File: src/rtl/ring_buffer_flow_ctrl.sv
// ring_buffer_flow_ctrl
// Flow controller for NUM_CH circular DMA sample buffers in DDR. Each channel
// tracks its producer/consumer pointers with a lap bit each, so that the fill
// level is exact, including full and empty. The block produces registered
// producer/consumer enables against programmable chunk thresholds, plus
// sticky range/overflow/underflow errors that halt the channel.
//
// Ports:
//   aclk, aresetn     clock, asynchronous active-low reset
//   dma_enable        global run enable
//   buf_size          ring size in samples (2 .. 2^ADDR_WIDTH), shared by all channels
//   prod_chunk        free space needed to raise prod_en
//   cons_chunk        fill needed to raise cons_en
//   prod_ptr/cons_ptr packed pointers, channel k at [k*ADDR_WIDTH +: ADDR_WIDTH]
//   clear_err         per-channel re-arm pulse
//   prod_en/cons_en   per-channel chunk enables
//   overflow/underflow/range_err  sticky per-channel errors
//   stopped           channel halted on an error
//   irq               registered OR of all sticky flags
//   fill_level        registered per-channel fill (RING_FLOW_FILL_STATUS_EN only)
//
// Optional feature macro: RING_FLOW_FILL_STATUS_EN adds the fill_level output.
// Limitation: a pointer that moves buf_size or more in a single cycle cannot
// be told apart from a smaller move, so such jumps go undetected.
module ring_buffer_flow_ctrl #(
  parameter int NUM_CH     = 4,
  parameter int ADDR_WIDTH = 16,
  parameter int FILL_WIDTH = ADDR_WIDTH + 1
) (
  input  logic                         aclk,
  input  logic                         aresetn,
  input  logic                         dma_enable,
  input  logic [FILL_WIDTH-1:0]        buf_size,
  input  logic [ADDR_WIDTH-1:0]        prod_chunk,
  input  logic [ADDR_WIDTH-1:0]        cons_chunk,
  input  logic [NUM_CH*ADDR_WIDTH-1:0] prod_ptr,
  input  logic [NUM_CH*ADDR_WIDTH-1:0] cons_ptr,
  input  logic [NUM_CH-1:0]            clear_err,
  output logic [NUM_CH-1:0]            prod_en,
  output logic [NUM_CH-1:0]            cons_en,
  output logic [NUM_CH-1:0]            overflow,
  output logic [NUM_CH-1:0]            underflow,
  output logic [NUM_CH-1:0]            range_err,
  output logic [NUM_CH-1:0]            stopped,
`ifdef RING_FLOW_FILL_STATUS_EN
  output logic [NUM_CH*FILL_WIDTH-1:0] fill_level,
`endif
  output logic                         irq
);

  logic [ADDR_WIDTH-1:0] prev_prod_q [NUM_CH];
  logic [ADDR_WIDTH-1:0] prev_cons_q [NUM_CH];
  logic [NUM_CH-1:0]     lap_p_q, lap_c_q, lap_p_d, lap_c_d;
  logic [NUM_CH-1:0]     prod_en_q, cons_en_q, prod_en_d, cons_en_d;
  logic [NUM_CH-1:0]     ovf_q, udf_q, rng_q, ovf_d, udf_d, rng_d;
  logic [NUM_CH-1:0]     stopped_q;
  logic                  irq_q;
`ifdef RING_FLOW_FILL_STATUS_EN
  logic [FILL_WIDTH-1:0] fill_q [NUM_CH];
  logic [FILL_WIDTH-1:0] fill_d [NUM_CH];
`endif

  for (genvar k = 0; k < NUM_CH; k++) begin : g_ch
    logic [ADDR_WIDTH-1:0] pp, cp;
    logic                  laps_eq;
    logic [FILL_WIDTH:0]   bs_x, fill_x, free_x;

    assign pp = prod_ptr[k*ADDR_WIDTH +: ADDR_WIDTH];
    assign cp = cons_ptr[k*ADDR_WIDTH +: ADDR_WIDTH];

    // A pointer that went backwards has wrapped past the end of the ring.
    assign lap_p_d[k] = lap_p_q[k] ^ (pp < prev_prod_q[k]);
    assign lap_c_d[k] = lap_c_q[k] ^ (cp < prev_cons_q[k]);
    assign laps_eq    = (lap_p_d[k] == lap_c_d[k]);

    // One extra bit of headroom so illegal pointer combinations cannot alias
    // into a plausible fill before the error checks reject them.
    assign bs_x   = {1'b0, buf_size};
    assign fill_x = laps_eq ? ({2'b00, pp} - {2'b00, cp})
                            : (bs_x - {2'b00, cp} + {2'b00, pp});
    assign free_x = bs_x - fill_x;

    assign rng_d[k] = ({1'b0, pp} >= buf_size) || ({1'b0, cp} >= buf_size);
    assign ovf_d[k] = !laps_eq && (pp > cp);
    assign udf_d[k] =  laps_eq && (cp > pp);

    assign prod_en_d[k] = (free_x >= {2'b00, prod_chunk});
    assign cons_en_d[k] = (fill_x >= {2'b00, cons_chunk});
`ifdef RING_FLOW_FILL_STATUS_EN
    assign fill_d[k] = fill_x[FILL_WIDTH-1:0];
    assign fill_level[k*FILL_WIDTH +: FILL_WIDTH] = fill_q[k];
`endif
  end

  always_ff @(posedge aclk or negedge aresetn) begin
    if (!aresetn) begin
      for (int k = 0; k < NUM_CH; k++) begin
        prev_prod_q[k] <= '0;
        prev_cons_q[k] <= '0;
`ifdef RING_FLOW_FILL_STATUS_EN
        fill_q[k]      <= '0;
`endif
      end
      lap_p_q   <= '0;
      lap_c_q   <= '0;
      prod_en_q <= '0;
      cons_en_q <= '0;
      ovf_q     <= '0;
      udf_q     <= '0;
      rng_q     <= '0;
      stopped_q <= '0;
      irq_q     <= 1'b0;
    end else begin
      for (int k = 0; k < NUM_CH; k++) begin
        if (clear_err[k]) begin
          // Re-arm wins over anything seen this cycle; the channel restarts
          // from a clean zero-pointer state on the following cycle.
          prev_prod_q[k] <= '0;
          prev_cons_q[k] <= '0;
          lap_p_q[k]     <= 1'b0;
          lap_c_q[k]     <= 1'b0;
          ovf_q[k]       <= 1'b0;
          udf_q[k]       <= 1'b0;
          rng_q[k]       <= 1'b0;
          stopped_q[k]   <= 1'b0;
          prod_en_q[k]   <= 1'b0;
          cons_en_q[k]   <= 1'b0;
`ifdef RING_FLOW_FILL_STATUS_EN
          fill_q[k]      <= '0;
`endif
        end else if (dma_enable && !stopped_q[k]) begin
          prev_prod_q[k] <= prod_ptr[k*ADDR_WIDTH +: ADDR_WIDTH];
          prev_cons_q[k] <= cons_ptr[k*ADDR_WIDTH +: ADDR_WIDTH];
          lap_p_q[k]     <= lap_p_d[k];
          lap_c_q[k]     <= lap_c_d[k];
          if (rng_d[k] || ovf_d[k] || udf_d[k]) begin
            // Only the highest-priority cause is flagged for one event.
            if (rng_d[k])      rng_q[k] <= 1'b1;
            else if (ovf_d[k]) ovf_q[k] <= 1'b1;
            else               udf_q[k] <= 1'b1;
            stopped_q[k] <= 1'b1;
            prod_en_q[k] <= 1'b0;
            cons_en_q[k] <= 1'b0;
          end else begin
            prod_en_q[k] <= prod_en_d[k];
            cons_en_q[k] <= cons_en_d[k];
`ifdef RING_FLOW_FILL_STATUS_EN
            fill_q[k]    <= fill_d[k];
`endif
          end
        end else begin
          prod_en_q[k] <= 1'b0;
          cons_en_q[k] <= 1'b0;
        end
      end
      irq_q <= |{ovf_q, udf_q, rng_q};
    end
  end

  assign prod_en   = prod_en_q;
  assign cons_en   = cons_en_q;
  assign overflow  = ovf_q;
  assign underflow = udf_q;
  assign range_err = rng_q;
  assign stopped   = stopped_q;
  assign irq       = irq_q;

endmodule

File: config.mk
export PLATFORM = sky130hd
export DESIGN_NAME = ring_buffer_flow_ctrl
export DESIGN_NICKNAME = d
export VERILOG_FILES = /design/src/rtl/ring_buffer_flow_ctrl.sv
export SDC_FILE = /design/constraint.sdc
export NUM_CORES = 1
export LEC_CHECK = 0
export BUFFER_PORTS_ARGS = -buffer_cell sky130_fd_sc_hd__buf_2
export CAP_MARGIN = 20
export CORE_UTILIZATION = 45
export CTS_CLUSTER_SIZE = 12
export DETAILED_ROUTE_END_ITERATION = 6
export PLACE_DENSITY_LB_ADDON = 0.25
export RECOVER_POWER = 50
export SLEW_MARGIN = 20
export SYNTH_ARGS = -nofsm -noshare
export SYNTH_HDL_FRONTEND = slang
export SYNTH_SLANG_ARGS = --single-unit
File: constraint.sdc
create_clock -name aclk -period 8.2 [get_ports aclk]
set_input_delay 2.05 -clock aclk [delete_from_list [all_inputs] [get_ports aclk]]
set_output_delay 2.05 -clock aclk [all_outputs]
set_load 0.05 [all_outputs]
==> flow_summary.ini, run 1 <==
[timing]
slew_headroom_pct = -145
finalCritPeriodShare_pct = 93.6
max_freq_mhz = 130
hold_viol = 0
worst-slew-pin-transition_ns = 3.67
finClkSkew_ns = 0.0101
rsz0062_at_grt = false
final.setup.tns_ns = 0
setup_viol = 0
period_needed_ns = 7.68
slew_viol_final = 201

[cts]
cts_tree = built
cts_sinks = 161
cts_setup_buffers = 0
htreeDepth = 4
hold_buffers = 0
clock_path_buffers = 2
cts_resized = 0
path_clk_slew_ns = 0.07
clk_latency_ns = 0.50
root_buffer = clkbuf_16
cts_inserted_buffers = 17

[routing]
vias_per_cell = 5.57
wl_per_cell_um = 19.3
drt_first_pass_iters = 6
drc_errors = 0
wl_met1_um = 36800
vias = 23900
met3_length_um = 4820
wirelength_um = 82900
dr_wl_met2_um = 38300
ant_nets = 0
routed.top_layer = met4
drt_iter0_markers = 1467

[status]
outcome = finished with violations
violations = capacitance limit, slew limit

[placed_design]
routabilityCongestion = 0.941
portBuffers = 208
dp_cells = 4259
hpwl_um = 68100

[global_routing]
grt_max_degree = 63
gr-total-overflow = 0
grt_pass1_wl_um = 129000
antenna_found_initial = 3
track_usage_pct = 28.2
grt_pass1_vias = 23200

[worst_setup_path]
arrival_ns = 8.06
path_max_fanout = 20
max_stage_delay_ns = 0.69
crit_required_ns = 8.58
crit_type = primary input to flop
worstSetupStartpointType = primary input
slowest_stage = a2111oi_0
end_kind = flop

[power_and_ir_drop]
p_leak_uw = 0.0151
p_per_area_mw_per_mm2 = 243
p_total_uw = 7090
peakVddDrop_v = 0.000223

[die]
die_h_um = 245
coreArea_sq_mm = 0.0579
rows = 88
die_w_um = 245
fp.dieArea_sq_mm = 0.0598
ios = 209
start_util_pct = 45.7

[yosys]
synth_edf_count = 0
yosysSeqAreaShare_pct = 15.2
syn_area_per_cell_sq_um = 8.05
synth_area_leader_cell = ha_1
synthArstFlopShare_pct = 100
syn_nets = 4120
ys_types = 80
syn_inst = 3288
ys_ff_latch = 161
ys_warn_count = 0
synth_ff_type = dfrtp_1
synthesis.area_sq_mm = 0.0265
yosysTopAreaCellShare_pct = 27.2
synthTopCellsByArea = ha_1, dfrtp_1, inv_1

[layout]
nNetsFinal = 4345
drive_gt1_share_pct = 9.53
stdcell_count = 4294
syn_to_final_growth_pct = 10.5

[run]
drv_cap = 4

[hold_path]
hold_class = flop to flop
## worst paths after layout
kind | start | to | slack [ns] | depth (start not counted)
setup / recovery | cons_ptr[19] | prod_en[1]$_DFF_PN0_ | 0.52 | 26
hold / removal | prev_prod_q[42]$_DFFE_PN0P_ | prev_prod_q[42]$_DFFE_PN0P_ | 0.48 | 2
setup reg to reg | prev_cons_q[33]$_DFFE_PN0P_ | prod_en[1]$_DFF_PN0_ | 1.83 | 26
hold reg to reg | prev_prod_q[42]$_DFFE_PN0P_ | prev_prod_q[42]$_DFFE_PN0P_ | 0.48 | 2
max in group asynchronous | aresetn | prev_prod_q[47]$_DFFE_PN0P_ | 1.52 | 2
min in group asynchronous | aresetn | prev_prod_q[0]$_DFFE_PN0P_ | 2.25 | 1
## final cells by class
class	count	area, sq um
fillers	5805	28700
repair buffers	255	1380
well taps	765	957
multi-input cells	2542	20300
diodes	3	7.51
inverters	536	2010
clock inverters	12	124
flip-flops and latches	161	4030
clock buffers	20	447
## sequential cells by signal (all words and copies together), names as in the netlist
| signal | count |
|---|---|
| irq | 1 |
| lap_c_q | 4 |
| prev_prod_q | 64 |
| prod_en | 4 |
| overflow | 4 |
| cons_en | 4 |
| stopped | 4 |
| lap_p_q | 4 |
| range_err | 4 |
| prev_cons_q | 64 |
| underflow | 4 |
## synth_stat cells, types with 29 or more instances
master and instances:
a21o_1 117, fa_1 72, ha_1 576, dfrtp_1 161, inv_1 536, nor2_1 149, xor2_1 48, nand2_1 287
o21a_1 62, nor2b_1 58, clkbuf_1 46, xnor2_1 130, o21ai_0 189, a21oi_1 253, nand2b_1 44, a31oi_1 29
nand3_1 61, nor3_1 49, nand4_1 36
## report_power, final
| part | leakage [uW] | total [uW] | internal, uW | switching, uW |
|---|---|---|---|---|
| sequential | 0.00216 | 937 | 876 | 60.7 |
| combinational | 0.0126 | 5310 | 2370 | 2940 |
| clock | 0.000266 | 842 | 432 | 411 |
## routing by layer
layer	vias to the layer above	track usage [%]
li1	11900	-
met1	11200	37.0
met2	608	47.0
met3	129	3.69
met4	0	10.8
met5	-	0
## stage by stage
stage,worst slack (ns),cell area [sq um],util [%],hold WS [ns]
global route,0.0847,29200,50.5,0.496
finish,0.521,29200,50.5,0.479
CTS,0.642,29200,50.5,0.485
global placement,0.109,28700,49.5,0.461
detailed placement,0.126,28700,49.5,0.469
floorplan,0.721,26500,-,0.442
## critical path: cells and delay by family
family                     cells  cell delay (ns)
AOI/OAI and AO/OA             12             3.25
adders and majority gates      3             0.81
buffers and inverters          4             0.73
and+or+nand+nor                4             0.46
muxes                          1             0.38
xor gates and xnor gates       2             0.36
## kinds of logic (layout without fill, tap and decap cells)
logic type	count (synthesis)	in the layout	share of synthesized area [%]
AOI/OAI and AO/OA	876	876	21.2
xor gates and xnor gates	179	179	5.98
buffers and inverters	585	823	8.31
and+or+nand+nor	775	775	14.0
DFF	161	161	15.2
adders and majority gates	648	648	32.7
muxes	64	64	2.65
other	0	3	0
## placed cells by master (no fill, tap or decap), types with 11 or more instances in the layout
cell	count
a211o_1	12
mux2i_1	16
buf_4	44
nor2_1	147
nand2_1	287
nor4_1	15
a211oi_1	28
ha_1	576
xor2_1	48
o211ai_1	19
nor2b_1	56
a21o_1	117
fa_1	72
o21bai_1	24
o2111ai_1	11
xnor2_1	127
mux2_1	23
mux2_2	25
dfrtp_1	161
and4_1	11
and3_1	14
nand2b_1	44
a21oi_1	253
o21ai_1	16
o21ai_0	189
clkbuf_16	17
or3_1	14
a31oi_1	29
inv_1	535
nand4_1	36
nor3_1	49
a2111oi_0	12
buf_2	206
o21a_1	62
o41ai_1	11
nand3_1	61
Note: power is estimated with default switching activity, not from simulation.
==> run 2, diff against run 1 <==
Settings changed: CELL_PAD_IN_SITES_DETAIL_PLACEMENT set to 0, CELL_PAD_IN_SITES_GLOBAL_PLACEMENT set to 1, GPL_ROUTABILITY_DRIVEN set to 0.
==> run 2 against run 1 <==
  * The run still ends with capacitance limit, slew limit left
  * Cell count about the same
  * Critical path depth unchanged
  * Register-to-register slack better by 0.08 ns
  * Combinational power up 1%
  * Global-route usage up 1.0 points
  * Non-clock buffer count down 2
  * First-iteration DRC count up 2.7%
  * Setup slack better by 0.072 ns
  * Clock skew up 0.0026 ns
  * Core utilization down 0.052 points
  * Hold slack worse by 0.0016 ns
  * Critical endpoint unchanged
  * Largest cell class unchanged
==> flow_summary.ini, run 2 (same netlist as run 1, synthesis figures left out) <==
[status]
outcome = finished with violations
violations = capacitance limit, slew limit

[global_routing]
grt_pass1_vias = 24000
gr-total-overflow = 0
grt_max_degree = 70
antenna_found_initial = 1
track_usage_pct = 29.2
grt_pass1_wl_um = 134000

[worst_setup_path]
arrival_ns = 7.99
worstSetupStartpointType = primary input
crit_required_ns = 8.58
slowest_stage = a2111oi_0
crit_type = primary input to flop
end_kind = flop
path_max_fanout = 11
max_stage_delay_ns = 0.48

[layout]
reg_top3 = prev_cons_q: 64 flops, prev_prod_q: 64 flops
design_area_sq_mm = 0.0292
final_common_cell = ha_1
nNetsFinal = 4343
syn_to_final_growth_pct = 10.3
drive_gt1_share_pct = 9.48
final_cell_mix = ha_1, inv_1, nand2_1

[placed_design]
hpwl_um = 71300
dpl_cell_area_sq_mm = 0.0287
portBuffers = 208

[timing]
hold_viol = 0
max_freq_mhz = 131
rsz0062_at_grt = false
final.setup.tns_ns = 0
slew_viol_final = 141
finalCritPeriodShare_pct = 92.8
setup_viol = 0
period_needed_ns = 7.61
finClkSkew_ns = 0.0127
worst-slew-pin-transition_ns = 4.26
slew_headroom_pct = -184

[power_and_ir_drop]
p_int_uw = 3650
swShare_pct = 48.7
p_sw_uw = 3470
p_per_area_mw_per_mm2 = 244
p_leak_uw = 0.0150
pwr-share-clk_pct = 11.4
power_frac_comb_pct = 75.5
seqPwrFrac_pct = 13.2
peakVddDrop_v = 0.000229

[cts]
root_buffer = clkbuf_16
cts_sinks = 161
hold_buffers = 0
clk_latency_ns = 0.50
cts_inserted_buffers = 17
cts_tree = built
path_clk_slew_ns = 0.07
clock_path_buffers = 2
cts_resized = 0
htreeDepth = 4
cts_setup_buffers = 0

[die]
fp.dieArea_sq_mm = 0.0598
start_util_pct = 45.7
rows = 88
coreArea_sq_mm = 0.0579
die_h_um = 245
die_w_um = 245
ios = 209

[run]
drv_cap = 3

[routing]
ant_nets = 0
drc_errors = 0
wl_per_cell_um = 20.3
drt_first_pass_iters = 6
wirelength_um = 87100
vias_per_cell = 5.67
drt_iter0_markers = 1506
vias = 24300

[hold_path]
hold_class = flop to flop
-- run 2: cell types whose count changed in the layout (fill, tap and decap cells not counted), sizes merged --
cell    before  now
bufinv       1    0
diode        3    1
clkinv       3    5
buf        250  248
clkbuf      25   24
-- run 2: final timing paths --
path / cells past startpoint / slack [ns] / endpoint / from
max: 26 / 0.59 / prod_en[1]$_DFF_PN0_ / cons_ptr[29]
min: 2 / 0.48 / prev_prod_q[7]$_DFFE_PN0P_ / prev_prod_q[7]$_DFFE_PN0P_
max reg2reg: 26 / 1.91 / prod_en[1]$_DFF_PN0_ / prev_cons_q[45]$_DFFE_PN0P_
min reg2reg: 2 / 0.48 / prev_prod_q[7]$_DFFE_PN0P_ / prev_prod_q[7]$_DFFE_PN0P_
max in group asynchronous: 2 / 2.18 / prev_cons_q[30]$_DFFE_PN0P_ / aresetn
min in group asynchronous: 1 / 3.04 / prev_prod_q[2]$_DFFE_PN0P_ / aresetn
-- run 2: critical path: cells and delay by family --
family          cells  cell delay (ns)
simple gates        4             0.46
buf+inv             3             0.49
compound gates     13             3.24
fa+ha+maj           3             0.87
mux                 1             0.37
xor+xnor            2             0.50
-- run 2: area by class of cell --
cell class              count  area (sq um)
diodes                      1          2.50
clock buffers              19           443
clock inverters            13           101
fillers                  5728         28700
inverters                 536          2010
multi-input cells        2542         20300
flip-flops and latches    161          4030
well taps                 765           957
repair buffers            253          1390
-- run 2: power groups by stage --
stage               clock network, uW  logic, uW  registers, uW
CTS                               832       5330            937
floorplan                           0       3980           1000
global placement                    0       5120            950
global route                      851       6030            946
detailed placement                  0       5290            952
finish                            809       5370            937
-- run 2: routing by layer --
metal	track usage, %	up-vias	part of all wire, %
li1	-	11900	-
met3	3.31	146	5.4
met5	0	-	0
met4	12.1	0	3.8
met1	38.5	11500	45
met2	48.4	718	46
-- run 2: through the flow --
step | total power [uW] | worst slack [ns] | instances | util (%) | hold WS, ns
CTS | 7100 | 0.652 | 4289 | 50.5 | 0.485
finish | 7120 | 0.593 | 4290 | 50.4 | 0.477
floorplan | 4980 | 0.721 | 3288 | - | 0.442
global placement | 6070 | 0.259 | 4257 | 49.5 | 0.454
detailed placement | 6240 | 0.123 | 4257 | 49.5 | 0.468
global route | 7830 | 0.0645 | 4290 | 50.4 | 0.501
